**src/rtl/cmd_frame_parser.sv**
```systemverilog
// Byte-stream command frame parser: header, 7-byte payload, XOR checksum.
// Emits decoded opcode/address/data on a good frame and error pulses otherwise.
module cmd_frame_parser #(
  parameter int unsigned TIMEOUT_CYCLES = 50000,
  parameter logic [7:0]  HDR_BYTE       = 8'hA5
) (
  input  logic        clk,
  input  logic        rst_n,
  input  logic [7:0]  rx_byte,
  input  logic        rx_valid,
  input  logic        rx_err,
  output logic [7:0]  cmd_opcode,
  output logic [15:0] cmd_addr,
  output logic [31:0] cmd_data,
  output logic        cmd_valid,
  output logic        err_csum,
  output logic        err_abort,
  output logic [7:0]  err_cnt
);

  localparam int unsigned GapW = $clog2(TIMEOUT_CYCLES + 1);

  typedef enum logic [1:0] {StHunt, StPayload, StCsum} state_e;

  state_e            state_q, state_d;
  logic [2:0]        idx_q, idx_d;
  logic [7:0]        sum_q, sum_d;
  logic [GapW-1:0]   gap_q, gap_d;
  logic [55:0]       shift_q, shift_d;
  logic [7:0]        opcode_q, opcode_d;
  logic [15:0]       addr_q, addr_d;
  logic [31:0]       data_q, data_d;
  logic              cmd_valid_q, cmd_valid_d;
  logic              err_csum_q, err_csum_d;
  logic              err_abort_q, err_abort_d;
  logic [7:0]        err_cnt_q, err_cnt_d;

  always_comb begin
    state_d     = state_q;
    idx_d       = idx_q;
    sum_d       = sum_q;
    gap_d       = gap_q;
    shift_d     = shift_q;
    opcode_d    = opcode_q;
    addr_d      = addr_q;
    data_d      = data_q;
    cmd_valid_d = 1'b0;
    err_csum_d  = 1'b0;
    err_abort_d = 1'b0;

    unique case (state_q)
      StHunt: begin
        gap_d = '0;
        if (rx_valid && !rx_err && rx_byte == HDR_BYTE) begin
          state_d = StPayload;
          idx_d   = 3'd0;
          sum_d   = 8'h00;
        end
      end
      StPayload, StCsum: begin
        if (rx_valid) begin
          gap_d = '0;
          if (rx_err) begin
            err_abort_d = 1'b1;
            state_d     = StHunt;
          end else if (state_q == StPayload) begin
            shift_d = {shift_q[47:0], rx_byte};
            sum_d   = sum_q ^ rx_byte;
            idx_d   = idx_q + 3'd1;
            if (idx_q == 3'd6) state_d = StCsum;
          end else begin
            if (rx_byte == sum_q) begin
              opcode_d    = shift_q[55:48];
              addr_d      = shift_q[47:32];
              data_d      = shift_q[31:0];
              cmd_valid_d = 1'b1;
            end else begin
              err_csum_d = 1'b1;
            end
            state_d = StHunt;
          end
        end else if (gap_q == GapW'(TIMEOUT_CYCLES - 1)) begin
          // This idle cycle makes the gap reach TIMEOUT_CYCLES.
          err_abort_d = 1'b1;
          state_d     = StHunt;
          gap_d       = '0;
        end else begin
          gap_d = gap_q + 1'b1;
        end
      end
      default: state_d = StHunt;
    endcase

    err_cnt_d = err_cnt_q;
    if ((err_csum_d || err_abort_d) && err_cnt_q != 8'hFF) err_cnt_d = err_cnt_q + 8'd1;
  end

  always_ff @(posedge clk or negedge rst_n) begin
    if (!rst_n) begin
      state_q     <= StHunt;
      idx_q       <= 3'd0;
      sum_q       <= 8'h00;
      gap_q       <= '0;
      shift_q     <= '0;
      opcode_q    <= 8'h00;
      addr_q      <= 16'h0000;
      data_q      <= 32'h0;
      cmd_valid_q <= 1'b0;
      err_csum_q  <= 1'b0;
      err_abort_q <= 1'b0;
      err_cnt_q   <= 8'h00;
    end else begin
      state_q     <= state_d;
      idx_q       <= idx_d;
      sum_q       <= sum_d;
      gap_q       <= gap_d;
      shift_q     <= shift_d;
      opcode_q    <= opcode_d;
      addr_q      <= addr_d;
      data_q      <= data_d;
      cmd_valid_q <= cmd_valid_d;
      err_csum_q  <= err_csum_d;
      err_abort_q <= err_abort_d;
      err_cnt_q   <= err_cnt_d;
    end
  end

  assign cmd_opcode = opcode_q;
  assign cmd_addr   = addr_q;
  assign cmd_data   = data_q;
  assign cmd_valid  = cmd_valid_q;
  assign err_csum   = err_csum_q;
  assign err_abort  = err_abort_q;
  assign err_cnt    = err_cnt_q;

endmodule

```
**config.mk**
```make
export PLATFORM = sky130hd
export DESIGN_NAME = cmd_frame_parser
export DESIGN_NICKNAME = d
export VERILOG_FILES = /design/src/rtl/cmd_frame_parser.sv
export SDC_FILE = /design/constraint.sdc
export NUM_CORES = 1
export LEC_CHECK = 0
export ABC_AREA = 1
export ABC_CLOCK_PERIOD_IN_PS = 1700
export BUFFER_PORTS_ARGS = -buffer_cell sky130_fd_sc_hd__buf_2
export CAP_MARGIN = 30
export CORE_MARGIN = 4
export CORE_UTILIZATION = 45
export CTS_CLUSTER_DIAMETER = 200
export DETAILED_ROUTE_END_ITERATION = 10
export PLACE_DENSITY = 0.65
export SYNTH_ARGS = -nofsm -noshare
export SYNTH_HDL_FRONTEND = slang
export SYNTH_SLANG_ARGS = --single-unit
```
**constraint.sdc**
```tcl
create_clock -name clk -period 1.7 [get_ports clk]
set_input_delay 0.085 -clock clk [delete_from_list [all_inputs] [get_ports clk]]
set_output_delay 0.085 -clock clk [all_outputs]
set_load 0.005 [all_outputs]
```
==> results of run 1 <==
[state kept, by name (all words and copies together) (netlist names)]
signal and flops:
err_cnt 8, cmd_opcode 8, idx_q 3, gap_q 16
cmd_addr 16, cmd_valid 1, cmd_data 32, err_csum 1
err_abort 1, sum_q 8, shift_q 56, state_q 2
[area by class of cell]
class	count	share of cell area
clock buffer	20	0.0557
clock inverter	12	0.0166
multi-input combinational	451	0.293
tap	180	0.0269
sequential	152	0.454
inverter	93	0.0434
timing repair buffer	123	0.111
[power by group through the flow]
stage	Clock, mW	Combinational [mW]	Sequential, mW
after detailed placement	0	2.23	4.85
after global routing	4.05	3.07	4.92
after global placement	0	2.13	4.83
final	3.84	2.67	4.83
after floorplan	0	1.51	4.77
after CTS	3.91	2.40	4.80
[layout by cell type (no fill, tap or decap), drive strengths merged, types with 7 or more instances in the layout]
master and count:
o21ai 119, inv 96, clkbuf 24, nor3 10, nand3 20, nand2 235, buf 112, ha 8
dlygate4sd3 7, dfrtp 152, nor2 34, xor2 9
[what timing repair did]
item,4_1_cts,5_1_grt
buffers inserted,5,5
hold buffers,7,0
hold endpoints to repair,158,0
setup endpoints to repair,72,84
pin swaps,2,9
resized for setup,21,87
gates cloned,0,6
[through the flow]
stage | power [mW] | setup WS [ns]
2_1_floorplan | 6.27 | 0.0175
3_3_place_gp | 6.96 | -0.0279
3_5_place_dp | 7.08 | -0.112
4_1_cts | 11.1 | -0.0364
5_1_grt | 12.1 | -0.148
6_report | 11.3 | -0.0885
[routing by layer]
metal  routed length, microns  vias to the layer above
met5                        0                        -
li1                         -                     2505
met4                      286                        0
met3                      726                       23
met2                     7390                      108
met1                     6710                     2492
[critical path, stage by stage (launching register included)]
cell and delay (ns):
dfrtp_1 0.40, inv_2 0.07, ha_4 0.28, inv_4 0.04, nor4_4 0.28, nand3_4 0.11
buf_12 0.17, clkbuf_16 0.18, nand2_1 0.06, o21ai_1 0.06
[worst paths after layout]
kind,slack [ns],endpoint,depth (start not counted),from
hold reg to reg,0.47,cmd_opcode[7],2,shift_q[55]
setup / recovery,-0.09,cmd_data[6],9,state_q[0]
min in group asynchronous,0.16,cmd_data[16],2,rst_n
hold / removal,0.01,sum_q[4],4,rx_byte[4]
max in group asynchronous,0.87,shift_q[55],3,rst_n
setup reg to reg,-0.09,cmd_data[6],9,state_q[0]
[cells by family (layout without fill, tap and decap cells)]
logic type / count (synthesis) / after routing
xor gates and xnor gates: 10 / 10
adders and majority gates: 8 / 8
DFF: 152 / 152
buffers and inverters: 118 / 248
and+or+nand+nor: 309 / 309
AOI/OAI and AO/OA: 124 / 124
==> flow_summary_export.csv, run 1 <==
group,metric,value,unit
placed_design,dp.cells,976,
clocking,clk_latency,0.42,ns
cells_and_area,fill_cells,1175,
pwr,p_int,7.70,mW
clocking,htree_num_levels,4,
cells_and_area,final_nets,858,
cells_and_area,antenna_cells,0,
run,maxCapViolations,0,
pwr,clockPowerShare,0.339,
route,routed_wl,15100,microns
pwr,sw_frac_of_total,0.321,
timing,tightest_slew,0.403,ns
clocking,cts_root_buffer,"clkbuf_16",
synth,avgSynthCellArea,8.90,sq um
synth,synthSimpleGateAreaFrac,0.197,
floorplanning,start_util,0.461,
cells_and_area,drive_gt1_frac,0.271,
pwr,leakagePower,4.22,nW
synth,ys_ff_latch,152,
global_route,antenna_found_initial,0,
timing,slew_headroom,0.731,
global_route,grt_busiest_layer,"met2",
outcome,outcome,"finished, violations left",
critical_path,path_class,"flip-flop to flip-flop",
synth,synth_ff_type,"dfrtp_1",
route,detail-route-antenna-nets,0,
synth,synth-async-reset-ratio,1.00,
global_route,grt-ovfl-total,0,
global_route,grt.met2_usage,0.285,
synth,synth-xor-area-share,0.0136,
route,routedWlPerCell,14.7,microns
cells_and_area,area_growth,30.6,%
synth,ys_types,30,
pwr,comb_power_share,0.235,
critical_path,worstPathArrival,2.08,ns
synth,synth_top_family_by_area,"simple AND/OR/NAND/NOR gates",
global_route,grt_max_degree,114,
clocking,cts_tree,"done",
cells_and_area,fin_area,8380,sq um
route,drt-initial-drc-count,469,
synth,synth_mux_area_frac,0,
synth,netlist_area,6420,sq um
critical_path,cp_max_fo,13,
placed_design,io_buffers,78,
synth,synth_area_leaders,"dfrtp_1, nand2_1, o21ai_0",
floorplanning,fp.dieW,127,microns
global_route,met3_usage,0.0472,
outcome,violations,"negative setup slack",
clocking,numClockSinks,152,
global_route,first_global_vias,4919,
timing,finalHoldViolCount,0,
synth,yosys_warnings,0,
placed_design,place_hpwl,9450,microns
timing,whs,0.0112,ns
global_route,grt_use_met1,0.237,
pwr,power_switching,3.63,mW
synth,ys_seq_area_frac,0.593,
floorplanning,die-area,16200,sq um
min_path,hold_class,"input pin to flip-flop",
timing,fmax,559,MHz
synth,yosysMostFrequentCell,"nand2_1",
timing,min_period_over_period,1.05,
clocking,clk_pin_slew,0.06,ns
synth,synthTopCellsByCount,"nand2_1, dfrtp_1, inv_1, o21ai_0, o21ai_1",
critical_path,required,1.99,ns
global_route,grt_pass1_wl,23300,microns
pwr,vdd_drop_max,0.891,mV
pwr,power_density,1350,nW/um^2
placed_design,gp_congestion,0.903,
synth,synth_largest_area_cell,"dfrtp_1",
floorplanning,rows,43,
synth,synth_compound_area_frac,0.103,
timing,finalSetupViolations,64,
floorplanning,coreArea,13900,sq um
cells_and_area,regArea,3800,sq um
pwr,pwr-share-seq,0.426,
synth,synth.net_count,741,
placed_design,post_dp_cell_area,7160,sq um
cells_and_area,postLayoutCoreUtil,0.602,
critical_path,end_kind,"flip-flop",
timing,fin_ws,-0.0885,ns
route,route.detailed.drc,0,
synth,synth_cells,721,
clocking,cts_buffers,17,
synth,synth_fa_ha_area_frac,0.0156,
synth,synth_edf_count,0,
timing,fin_worst_skew,0.0130,ns
timing,setup_tns,-2.86,ns
floorplanning,io_pins,79,
route,via_per_inst,4.97,
timing,slew_violations,0,
global_route,gr-usage-all-layers,0.179,
route,dr.pass1.iters,4,
timing,grt_setup_unrepaired,"yes",
timing,fin_crit,1.79,ns
route,dr_total_vias,5128,
synth,yosys.area.top_type_share,0.593,
cells_and_area,final_cells,1031,
critical_path,critPathLaunchType,"flip-flop",
cells_and_area,multi_input_area,2460,sq um
floorplanning,fp.dieH,127,microns
clocking,cts_buffer_depth,2,
(Power assumes the default switching activity.)
==> run 2, diff against run 1 <==
--- a/config.mk
+++ b/config.mk
@@ -7,13 +7,13 @@
 export LEC_CHECK = 0
 export ABC_AREA = 1
 export ABC_CLOCK_PERIOD_IN_PS = 1700
-export BUFFER_PORTS_ARGS = -buffer_cell sky130_fd_sc_hd__buf_2
 export CAP_MARGIN = 30
 export CORE_MARGIN = 4
 export CORE_UTILIZATION = 45
 export CTS_CLUSTER_DIAMETER = 200
 export DETAILED_ROUTE_END_ITERATION = 10
-export PLACE_DENSITY = 0.65
+export DONT_BUFFER_PORTS = 1
+export PLACE_DENSITY = 0.6
 export SYNTH_ARGS = -nofsm -noshare
 export SYNTH_HDL_FRONTEND = slang
 export SYNTH_SLANG_ARGS = --single-unit
==> flow_summary_export.csv, run 2 (synthesized netlist as in run 1, its figures left out) <==
group,metric,value,unit
outcome,outcome,"finished, violations left",
outcome,violations,"negative hold slack",
global_route,antenna_found_initial,0,
placed_design,io_buffers,0,
timing,fin_worst_skew,0.00875,ns
route,dr_total_vias,4734,
route,routedWlPerCell,15.2,microns
timing,finalSetupViolations,0,
critical_path,end_kind,"flip-flop",
pwr,power_density,1380,nW/um^2
cells_and_area,regArea,3800,sq um
critical_path,path_class,"flip-flop to flip-flop",
pwr,vdd_drop_max,0.757,mV
clocking,numClockSinks,152,
route,dr.pass1.iters,4,
timing,fin_crit,1.68,ns
timing,grt_setup_unrepaired,"yes",
route,routed_wl,14400,microns
route,drt-initial-drc-count,330,
clocking,cts_root_buffer,"clkbuf_16",
floorplanning,rows,43,
clocking,htree_num_levels,4,
critical_path,slowest_delay,0.39,ns
timing,tightest_slew,0.408,ns
cells_and_area,final_nets,776,
cells_and_area,area_growth,23.0,%
cells_and_area,fill_cells,1205,
critical_path,rrSetupSlack,0.02,ns
pwr,leakagePower,3.75,nW
clocking,clk_pin_slew,0.06,ns
floorplanning,die-area,16200,sq um
critical_path,rr_startpoint,"state_q[0]",
global_route,first_global_vias,4597,
route,detail-route-antenna-nets,0,
cells_and_area,multi_input_area,2410,sq um
global_route,grt_pass1_wl,22300,microns
critical_path,critPathLaunchType,"flip-flop",
timing,slew_headroom,0.728,
critical_path,path_common_cell,"inv_2",
cells_and_area,largest_register_ffs,56,
timing,slew_violations,0,
cells_and_area,drive_gt1_frac,0.194,
route,route.detailed.drc,0,
cells_and_area,final_common_cell,"nand2_1",
critical_path,crit_chain,"inv_2, ha_4, inv_2, nor4_4, nand3_4, buf_12, clkbuf_16, nand2_1, o21ai_0",
clocking,cts_tree,"done",
clocking,cts_buffer_depth,2,
critical_path,worstPathArrival,1.98,ns
cells_and_area,final_cell_mix,"nand2_1, dfrtp_1, inv_1",
cells_and_area,largest-register,"shift_q",
clocking,cts_hold_buffers,9,
timing,whs,-0.632,ns
timing,fmax,595,MHz
clocking,clk_latency,0.42,ns
critical_path,cp_max_fo,10,
min_path,hold_class,"input pin to asynchronous set/reset pin",
global_route,grt_max_degree,153,
floorplanning,coreArea,13900,sq um
timing,setup_tns,0,ns
placed_design,gp_congestion,0.814,
placed_design,place_hpwl,9000,microns
critical_path,ff2ff_path_depth,9,
critical_path,r2r_end,"cmd_data[9]",
timing,min_period_over_period,0.988,
clocking,cts_buffers,17,
global_route,gr-usage-all-layers,0.170,
route,via_per_inst,4.99,
floorplanning,fp.dieH,127,microns
run,maxCapViolations,0,
critical_path,cpMaxStageDelayCell,"dfrtp_1",
global_route,grt-ovfl-total,0,
floorplanning,fp.dieW,127,microns
critical_path,required,2.00,ns
cells_and_area,postLayoutCoreUtil,0.566,
cells_and_area,antenna_cells,0,
floorplanning,start_util,0.461,
timing,finalHoldViolCount,152,
floorplanning,io_pins,79,
-- run 2: changes by cell type in the layout (fill, tap and decap cells not counted), moves of 3 or more --
cell      before  now
clkbuf_8       3    0
o21ai_1       39   33
buf_4         24   18
nand2_4       13    6
o21ai_0       61   69
buf_2         77    0
nand2_2       23   32
-- run 2: how the worst max path moves through the flow --
| stage | start | end | slack [ns] | cells past startpoint |
|---|---|---|---|---|
| after floorplan | state_q[0] | cmd_addr[11] | 0.02 | 9 |
| after global placement | state_q[0] | cmd_opcode[3] | -0.03 | 9 |
| after detailed placement | state_q[0] | cmd_opcode[3] | -0.07 | 9 |
| after CTS | state_q[0] | cmd_data[10] | -0.03 | 8 |
| after global routing | state_q[0] | err_cnt[2] | -0.08 | 10 |
| final | state_q[0] | cmd_data[9] | 0.02 | 9 |
-- run 2: timing repair --
| item | in CTS | in global routing |
|---|---|---|
| setup buffers | 1 | 2 |
| setup endpoints to repair | 57 | 78 |
| cloned | 0 | 7 |
| gates resized for setup | 13 | 83 |
| hold endpoints to repair | 171 | 152 |
| pin swaps | 0 | 13 |
-- run 2: per-stage QoR --
| stage | power (mW) | area [sq um] | instances | worst slack (ns) |
|---|---|---|---|---|
| after floorplan | 6.27 | 6430 | 721 | 0.0175 |
| after global placement | 6.95 | 6720 | 898 | -0.0300 |
| after detailed placement | 7.05 | 6720 | 898 | -0.0691 |
| after CTS | 10.8 | 7430 | 940 | -0.0270 |
| after global routing | 11.6 | 7890 | 949 | -0.0779 |
| final | 10.9 | 7890 | 949 | 0.0201 |
-- run 2: critical path, delay by kind of cell (launching register included) --
kind            cells  cell delay (ns)
buf+inv             4             0.46
flops               1             0.39
simple gates        3             0.36
fa+ha+maj           1             0.26
compound gates      1             0.07
-- run 2: metal layers --
metal  GRT usage  vias up  wire length [microns]
li1            -     2344                      -
met1       0.212     2282                   6470
met2       0.281       90                   7020
met3      0.0564       18                    676
met4      0.0549        0                    255
met5           0        -                      0
-- run 2: final cells by class --
type                       count  area share
timing repair buffer          41      0.0650
clock inverter                14      0.0185
sequential                   152       0.482
tap                          180      0.0285
inverter                      93      0.0458
multi-input combinational    451       0.306
clock buffer                  18      0.0544
-- run 2: power breakdown --
part	switching, mW	internal, mW	total (mW)
Sequential	0.498	4.36	4.86
Combinational	1.47	0.930	2.40
Clock	1.50	2.17	3.66
